## config.mk

```make
export PLATFORM = sky130hd
export DESIGN_NAME = pc_sequencer
export DESIGN_NICKNAME = d
export VERILOG_FILES = /design/src/rtl/pc_sequencer.sv
export SDC_FILE = /design/constraint.sdc
export NUM_CORES = 1
export LEC_CHECK = 0
export ABC_CLOCK_PERIOD_IN_PS = 5600
export CAP_MARGIN = 40
export CORE_MARGIN = 2
export CORE_UTILIZATION = 53
export CTS_CLUSTER_SIZE = 20
export DETAILED_ROUTE_END_ITERATION = 10
export GPL_TIMING_DRIVEN = 0
export PLACE_DENSITY = 0.84
export RECOVER_POWER = 50
export SYNTH_ARGS = -nofsm -noshare
export SYNTH_HDL_FRONTEND = slang
export SYNTH_SLANG_ARGS = --single-unit
```

## constraint.sdc

```tcl
create_clock -name clk_in -period 5.6 [get_ports clk_in]
set_input_delay 0.84 -clock clk_in [delete_from_list [all_inputs] [get_ports clk_in]]
set_output_delay 0.84 -clock clk_in [all_outputs]
set_load 0.005 [all_outputs]
```

## src/rtl/pc_sequencer.sv

```systemverilog
// Program-counter sequencer: 4-phase instruction cycle, PC commit on
// the edge leaving phase 3, with sequential/branch/jump next-PC select.
module pc_sequencer #(
    parameter int                  PC_WIDTH = 32,
    parameter logic [PC_WIDTH-1:0] RESET_PC = '0
) (
    input  logic                clk_in,
    input  logic                rst_n,
    input  logic                stall,
    input  logic                branch_taken,
    input  logic [15:0]         branch_offset,
    input  logic                jump,
    input  logic [25:0]         jump_target,
    output logic [PC_WIDTH-1:0] pc_out,
    output logic [PC_WIDTH-1:0] pc_plus4,
    output logic [1:0]          phase,
    output logic                pc_clk_out,
    output logic                pc_we
);

    typedef enum logic [1:0] {
        PH0 = 2'd0,
        PH1 = 2'd1,
        PH2 = 2'd2,
        PH3 = 2'd3
    } phase_t;

    phase_t              r_phase;
    phase_t              w_phase_nxt;
    logic                w_pc_we;
    logic [PC_WIDTH-1:0] r_pc;
    logic [PC_WIDTH-1:0] w_pc_nxt;
    logic [PC_WIDTH-1:0] w_pc_plus4;
    logic [PC_WIDTH-1:0] w_br_off;
    logic [PC_WIDTH-1:0] w_br_pc;
    logic [PC_WIDTH-1:0] w_jmp_pc;

    always_ff @(posedge clk_in or negedge rst_n) begin
        if (!rst_n) begin
            r_phase <= PH0;
            r_pc    <= RESET_PC;
        end else begin
            r_phase <= w_phase_nxt;
            if (w_pc_we) begin
                r_pc <= w_pc_nxt;
            end
        end
    end

    // Stall only freezes phase 3; earlier phases run regardless.
    always_comb begin
        w_phase_nxt = r_phase;
        w_pc_we     = 1'b0;
        case (r_phase)
            PH0: w_phase_nxt = PH1;
            PH1: w_phase_nxt = PH2;
            PH2: w_phase_nxt = PH3;
            PH3: begin
                if (!stall) begin
                    w_phase_nxt = PH0;
                    w_pc_we     = 1'b1;
                end
            end
            default: w_phase_nxt = PH0;
        endcase
    end

    assign w_pc_plus4 = r_pc + PC_WIDTH'(4);

    assign w_br_off = {{(PC_WIDTH-18){branch_offset[15]}},
                       branch_offset, 2'b00};

    assign w_br_pc  = w_pc_plus4 + w_br_off;

    // Jump keeps the upper region bits of the sequential PC.
    assign w_jmp_pc = {w_pc_plus4[PC_WIDTH-1:28], jump_target, 2'b00};

    always_comb begin
        w_pc_nxt = w_pc_plus4;
        if (jump) begin
            w_pc_nxt = w_jmp_pc;
        end else if (branch_taken) begin
            w_pc_nxt = w_br_pc;
        end
    end

    assign pc_out     = r_pc;
    assign pc_plus4   = w_pc_plus4;
    assign phase      = r_phase;
    assign pc_clk_out = ~r_phase[1];
    assign pc_we      = w_pc_we;

endmodule

```

# [Yosys cells after proc, flatten, opt, wreduce, memory -nomap -nowiden]
# Cells that the tools add are included.
# W data, S select, Z words.
[classes] add_sub_neg=2 n_eq_ne=4 mux=6 n_bitwise=1 n_reduce_logical=1
[ops] op="$mux W32" n=2
[ops] op="$add A32 B3 Y32 const B" n=1
[ops] op="$add A32 B32 Y32" n=1
[ops] op="$pmux W2 S4" n=1
[ops] op="$eq A2 B2 Y1 const B" n=2
[ops] op="$eq A2 B1 Y1 const B" n=1
[ops] op="$logic_not A2 Y1" n=1
[ops] op="$mux W1" n=2
[ops] op="$mux W2" n=1
[ops] op="$ne A2 B2 Y1 const B" n=1
[ops] op="$not A1 Y1" n=1
[word_totals] ff_bits=34 in_bits=47 output_inout_bits=68 elab_cells=16

# [Longest topological paths before layout]
# Gate-level depths: netlist of the first run.
[logic_depth] depth_word=4 ltp_mapped=16 ltp_nobuf=16

# [Worst setup path before layout of the first run]
# No wires, ideal clock.
[synth_timing] path_kind="flip-flop to flip-flop" from="reg r_pc[2] (netlist: pc_out[2])" to="reg r_pc[19] (netlist: pc_out[19])" setup_time_ns=0.126 t_arrival_ns=3.289 t_required_ns=5.474 slack_ns=2.185 path_stages_with_launch=16 n_path_buf=0 period_less_slack_ns=3.415 path_cell_list="dfrtp_1 ha_1 nand2_1 nor2_1 and4_1 xor2_1 ha_1 a21o_1 a21o_1 a21oi_1 o21ai_1 a21o_1 a221oi_2 xor2_1 a21oi_1 a221o_1"
[synth_via] elab_chain_len=4
[synth_rtl] item="start, declared" line="31" text="logic [PC_WIDTH-1:0] r_pc;"
[synth_rtl] item="start signal, assigned" line="45" text="r_pc <= w_pc_nxt;"
[synth_rtl] item="$add A32 B3 Y32" line="68" text="assign w_pc_plus4 = r_pc + PC_WIDTH'(4);"
[synth_rtl] item="via pc_plus4[12]" line="15" text="output logic [PC_WIDTH-1:0] pc_plus4,"
[synth_rtl] item="$add A32 B32 Y32" line="73" text="assign w_br_pc = w_pc_plus4 + w_br_off;"
[synth_rtl] item="$mux W32" line="82" text="end else if (branch_taken) begin"
[synth_rtl] item="$mux W32" line="80" text="if (jump) begin"
# The timed path passes the listed nets, and every way through them passes these cells.
# A chain may end at the register's enable or synchronous reset.

# [Worst setup path in the final report of the first run]
[layout_timing] from="in stall" to="out pc_we"
[layout_via] elab_chain_len=2
[layout_rtl] item="start, declared" line="9" text="input logic stall,"
[layout_rtl] item="$mux W1" line="59" text="if (!stall) begin"
[layout_rtl] item="$mux W1" line="54" text="case (r_phase)"
[layout_rtl] item="end, declared" line="18" text="output logic pc_we"
# Every way passes these cells.

==> flow_metrics.env, run 1 <==
export IMPL_power_leakage_nw=2.34
export IMPL_stdcell_area_mm2=0.00535
export IMPL_grt_pass1_vias=4272
export IMPL_coreArea_mm2=0.00729
export IMPL_final_layout_size_suffix_gt1_frac=0.0523
export IMPL_clk_latency_ns=0.29
export IMPL_synth_largest_area_cell="dfrtp_1"
export IMPL_worstPathArrival_ns=3.43
export IMPL_rsz0062_at_grt="no"
export IMPL_synth_common_cells="nand2_1, nor2_1, a21oi_1"
export IMPL_die_x_um=91.0
export IMPL_gp_congestion=1.00
export IMPL_critPathRequiredTime_ns=4.76
export IMPL_cts_sinks=32
export IMPL_status="complete, but fails checks"
export IMPL_slew_headroom=-0.212
export IMPL_pre_cts_ws_ns=1.53
export IMPL_drc_errors=0
export IMPL_die_h_um=91.0
export IMPL_wl_per_cell_um=18.4
export IMPL_cts_buffers=5
export IMPL_dieArea_mm2=0.00827
export IMPL_antenna_found_initial=0
export IMPL_skew_ns=0.00657
export IMPL_maxCapViolCount=1
export IMPL_ant_nets=0
export IMPL_clk_path_buf_depth=2
export IMPL_yosysSeqAreaShare=0.200
export IMPL_grt_usage=0.322
export IMPL_h_tree_depth=2
export IMPL_drt_iter0_markers=331
export IMPL_synth_seq_cells=32
export IMPL_yosysMostFrequentCell="nand2_1"
export IMPL_synth_edf_count=0
export IMPL_wirelength_mm=13.4
export IMPL_postPlaceCellArea_mm2=0.00525
export IMPL_clk_pin_slew_ns=0.07
export IMPL_overflow=0
export IMPL_row_count=31
export IMPL_synth_top_cell_area_share=0.200
export IMPL_ioPinCount=115
export IMPL_hold_viol=0
export IMPL_worst_setup_path_end_kind="primary output"
export IMPL_finalCriticalPeriod_ns=4.27
export IMPL_setup_viol=0
export IMPL_fin_ws_ns=1.33
export IMPL_n_antenna_cell=0
export IMPL_netlist_area_mm2=0.00401
export IMPL_area_growth_pct=33.4
export IMPL_period_share=0.763
export IMPL_vias_per_cell=6.04
export IMPL_io_buffers=110
export IMPL_wl_met1_mm=5.82
export IMPL_nets=717
export IMPL_drt_first_pass_iters=5
export IMPL_grt_max_degree=33
export IMPL_ys_flop_type="dfrtp_1"
export IMPL_synth_warnings=0
export IMPL_clock_fmax_ghz=0.234
export IMPL_synthCells=509
export IMPL_power_per_cell_area_mw_per_mm2=503
export IMPL_cts_resized=0
export IMPL_root_buffer="clkbuf_8"
export IMPL_synth_top_cells_by_area="dfrtp_1, ha_1, xnor2_1"
export IMPL_irDropWorstVdd_mv=0.292
export IMPL_wl_met3_um=872
export IMPL_holdBufCountCts=0
export IMPL_initial_core_util=0.550
export IMPL_top_layer_used="met4"
export IMPL_slew_viol_final=33
export IMPL_critPathMaxFanout=10
export IMPL_min_path_type="reg2reg"
export IMPL_tns_ns=0
export IMPL_fill_cells=617
export IMPL_yosysUniqueCellTypes=65
export IMPL_grt_pass1_wl_mm=21.5
export IMPL_avgSynthCellArea_um2=7.87
export IMPL_start_kind="primary input"
export IMPL_num_vias=4411
export IMPL_critPathKind="in2out"
export IMPL_post_cts_buffers=0
export IMPL_violations="capacitance limit, slew limit"
export IMPL_synth_async_reset_ratio=1.00
export IMPL_cts_tree="done"
export IMPL_wl_met2_mm=6.44
export IMPL_dp_hpwl_mm=10.7
export IMPL_tightestPinTransition_ns=1.82
## cell type report
cell class / instances / area [µm²] / area share
tap: 99 / 124 / 0.0232
clock inverter: 2 / 10.0 / 0.00187
clock buffer: 6 / 82.6 / 0.0154
buffer: 20 / 100 / 0.0187
sequential: 32 / 801 / 0.150
timing repair buffer: 111 / 1110 / 0.208
inverter: 13 / 48.8 / 0.00913
multi-input combinational: 447 / 3070 / 0.574
## cell families (layout without fill, tap and decap cells)
group                      count (synthesis)  after routing  synth area share
AOI/OAI and AO/OA                        173            173             0.292
and+or+nand+nor                          170            170             0.209
xor gates and xnor gates                  51             51             0.111
adders and majority gates                 40             40             0.127
buffers and inverters                     33            152            0.0372
DFF                                       32             32             0.200
muxes                                      9              9            0.0228
other                                      1              4          0.000936
## power breakdown
group	internal [mW]	leakage, nW	switching, mW
Combinational	0.972	1.90	1.03
Sequential	0.338	0.386	0.158
Clock	0.0981	0.0510	0.0924
## registers in the layout, indices dropped and copies added, names as in the netlist
name and cells:
phase 2, pc_out 30
## critical path: stages
cell and delay (ns):
dlygate4sd3_1 0.54, nand2b_1 0.14, clkbuf_1 0.17, inv_1 0.16, clkbuf_1 0.44, clkbuf_1 0.52, clkdlybuf4s50_1 0.61
## path summary, 6_finish.rpt
check	from	to	slack [ns]	cells past startpoint
worst min register to register	pc_out[3]	pc_out[3]	0.58	2
min in group asynchronous	rst_n	pc_out[3]	1.04	1
max in group asynchronous	rst_n	pc_out[9]	3.52	1
worst min-delay path	pc_out[3]	pc_out[3]	0.58	2
worst max-delay path	stall	pc_we	1.33	7
worst max register to register	pc_out[3]	pc_out[31]	1.53	15
## cells in the final DEF, fill, tap and decap left out, types with 10 or more instances in the layout
cell	instances
clkdlybuf4s50_1	78
inv_1	12
nand2_1	51
a21o_1	19
ha_1	39
and3_1	13
clkbuf_1	14
nand4_1	11
dlygate4sd3_1	31
nand3_1	16
a21oi_1	42
xnor2_1	35
nor2_1	43
o21ai_0	40
dfrtp_1	32
a211oi_1	10
xor2_1	16
## routing by layer
layer	global-route usage	up-vias
met1	0.435	2096
met5	0	-
met4	0.0808	0
met2	0.540	180
met3	0.0490	24
li1	-	2111
## metrics by stage
stage	total power, mW	util	cells	hold slack, ns
2_1_floorplan	1.69	-	512	0.518
3_3_place_gp	2.45	0.719	721	0.537
3_5_place_dp	2.51	0.720	722	0.563
4_1_cts	2.71	0.733	730	0.580
5_1_grt	2.90	0.733	730	0.601
6_report	2.69	0.733	730	0.577
No activity file was read; power rests on OpenSTA's default activity.
==> inputs of run 2 (changes only) <==
--- a/config.mk
+++ b/config.mk
@@ -5,14 +5,14 @@
 export SDC_FILE = /design/constraint.sdc
 export NUM_CORES = 1
 export LEC_CHECK = 0
-export ABC_CLOCK_PERIOD_IN_PS = 5600
+export ABC_CLOCK_PERIOD_IN_PS = 4300
 export CAP_MARGIN = 40
 export CORE_MARGIN = 2
-export CORE_UTILIZATION = 53
+export CORE_UTILIZATION = 49
 export CTS_CLUSTER_SIZE = 20
 export DETAILED_ROUTE_END_ITERATION = 10
 export GPL_TIMING_DRIVEN = 0
-export PLACE_DENSITY = 0.84
+export PLACE_DENSITY = 0.78
 export RECOVER_POWER = 50
 export SYNTH_ARGS = -nofsm -noshare
 export SYNTH_HDL_FRONTEND = slang
==> constraint.sdc (replaced) <==
create_clock -name clk_in -period 4.3 [get_ports clk_in]
set_input_delay 0.645 -clock clk_in [delete_from_list [all_inputs] [get_ports clk_in]]
set_output_delay 0.645 -clock clk_in [all_outputs]
set_load 0.005 [all_outputs]
==> run 2 against run 1 <==
  * The flow still finishes with violations (capacitance limit, slew limit)
  * Global-route usage decreased by 1.8 points
  * Sequential cell count unchanged
  * Final area increased by 0.26%
  * Sequential power increased by 31%
  * Via count increased by 0.11%
  * Largest cell class unchanged
  * Routed wire length decreased by 1.5%
  * Register-to-register slack got worse by 1.4 ns
  * Die area increased by 7.8%
  * Critical path depth increased by 9
  * Clock skew decreased by 0.0016 ns
  * Combinational power increased by 30%
  * Largest power group unchanged
  * Total power increased by 30%
==> flow_metrics.env, run 2 (synthesized netlist as in run 1, its figures left out) <==
export IMPL_crit_chain="ha_1 > nand2_1 > nor2_1 > nand2_1 > xnor2_1 > ha_1 > buf_2 > o21ai_0 > nand2b_1 > a41oi_2 > a21oi_1 > a211o_1 > a221oi_4 > xor2_1 > o21ai_1 > o311ai_1"
export IMPL_overflow=0
export IMPL_tns_ns=0
export IMPL_worst_path_buf_inv=1
export IMPL_slowest_stage="nor2_1"
export IMPL_wirelength_mm=13.2
export IMPL_cts_tree="done"
export IMPL_pre_cts_ws_ns=0.287
export IMPL_clk_pin_slew_ns=0.07
export IMPL_h_tree_depth=2
export IMPL_fin_util=0.686
export IMPL_n_antenna_cell=0
export IMPL_grt_pass1_vias=4140
export IMPL_final_cell_mix="clkdlybuf4s50_1, nand2_1, nor2_1"
export IMPL_grt_pass1_wl_mm=21.2
export IMPL_final_layout_size_suffix_gt1_frac=0.0491
export IMPL_post_cts_buffers=0
export IMPL_cts_resized=0
export IMPL_power_per_cell_area_mw_per_mm2=651
export IMPL_max_stage_delay_ns=0.43
export IMPL_ioPinCount=115
export IMPL_largest_reg_flops=30
export IMPL_rsz0062_at_grt="yes"
export IMPL_num_vias=4416
export IMPL_worstPathArrival_ns=4.30
export IMPL_final_common_cell="clkdlybuf4s50_1"
export IMPL_ant_nets=0
export IMPL_clock_fmax_ghz=0.243
export IMPL_root_buffer="clkbuf_8"
export IMPL_cts_buffers=5
export IMPL_clk_path_buf_depth=2
export IMPL_coreArea_mm2=0.00781
export IMPL_start_kind="register"
export IMPL_dieArea_mm2=0.00892
export IMPL_cts_sinks=32
export IMPL_critPathRequiredTime_ns=4.48
export IMPL_nets=717
export IMPL_worst_setup_path_end_kind="register"
export IMPL_grt_usage=0.304
export IMPL_dp_hpwl_mm=10.4
export IMPL_drt_first_pass_iters=6
export IMPL_grt_max_degree=33
export IMPL_antenna_found_initial=0
export IMPL_slew_headroom=-0.227
export IMPL_critPathKind="reg2reg"
export IMPL_hold_viol=0
export IMPL_min_path_type="reg2reg"
export IMPL_clk_latency_ns=0.28
export IMPL_row_count=32
export IMPL_holdBufCountCts=0
export IMPL_die_x_um=94.4
export IMPL_skew_ns=0.00496
export IMPL_area_growth_pct=33.7
export IMPL_drc_errors=0
export IMPL_critPathMaxFanout=8
export IMPL_period_share=0.959
export IMPL_wl_per_cell_um=18.0
export IMPL_maxCapViolCount=1
export IMPL_drt_iter0_markers=362
export IMPL_slew_viol_final=33
export IMPL_fin_ws_ns=0.176
export IMPL_tightestPinTransition_ns=1.84
export IMPL_path_delay_family="compound AO/OA/AOI/OAI gates"
export IMPL_io_buffers=110
export IMPL_violations="capacitance limit, slew limit"
export IMPL_finalCriticalPeriod_ns=4.12
export IMPL_setup_viol=0
export IMPL_gp_congestion=0.920
export IMPL_vias_per_cell=6.02
export IMPL_irDropWorstVdd_mv=0.358
export IMPL_initial_core_util=0.513
export IMPL_die_h_um=94.4
export IMPL_status="complete, but fails checks"
export IMPL_power_leakage_nw=2.33
==> run 2: cell types whose count changed in the layout (fill, tap and decap cells not counted) <==
cell	previous run	this run
buf_16	0	1
buf_8	1	0
clkbuf_1	14	16
clkdlybuf4s50_1	78	81
clkinv_2	2	0
dlygate4sd3_1	31	28
==> run 2: worst min-delay path: cells and delay by family, from the launching register on <==
kind | cells | cell delay (ns)
DFF | 1 | 0.40
and+or+nand+nor | 1 | 0.06
AOI/OAI and AO/OA | 1 | 0.06
==> run 2: power by group <==
group          switching, mW  internal [mW]  leakage (nW)  total (mW)
clock network          0.115          0.131        0.0455       0.245
registers              0.209          0.441         0.386       0.650
logic                   1.33           1.27          1.90        2.60
==> run 2: cell type report <==
type | instances | area (µm²)
clock buffer | 8 | 90.1
timing repair buffer | 111 | 1120
multi-input combinational | 447 | 3070
tap | 102 | 128
fill | 661 | 2450
buffer | 20 | 100
inverter | 13 | 48.8
sequential | 32 | 801
==> run 2: per-stage QoR <==
step | std cells | power (mW) | cell area, µm² | hold slack, ns
final | 733 | 3.49 | 5360 | 0.561
after global placement | 724 | 3.20 | 5250 | 0.537
after detailed placement | 725 | 3.25 | 5270 | 0.548
after CTS | 733 | 3.52 | 5360 | 0.438
after global routing | 733 | 3.78 | 5360 | 0.598
after floorplan | 512 | 2.20 | 4020 | 0.349
==> run 2: final timing paths <==
check	cells after the start	slack, ns	start	end
max in group asynchronous	1	2.39	rst_n	pc_out[10]
setup reg to reg	16	0.18	pc_out[3]	pc_out[31]
hold reg to reg	2	0.56	pc_out[8]	pc_out[8]
hold / removal	2	0.56	pc_out[8]	pc_out[8]
setup / recovery	16	0.18	pc_out[3]	pc_out[31]
min in group asynchronous	1	0.84	rst_n	pc_out[3]
==> run 2: layer usage <==
metal | vias to the layer above | part of all wire | global-route usage
met2 | 203 | 0.47 | 0.497
met4 | 0 | 0.015 | 0.0737
met5 | - | 0 | 0
met3 | 16 | 0.066 | 0.0415
met1 | 2085 | 0.45 | 0.426
li1 | 2112 | - | -
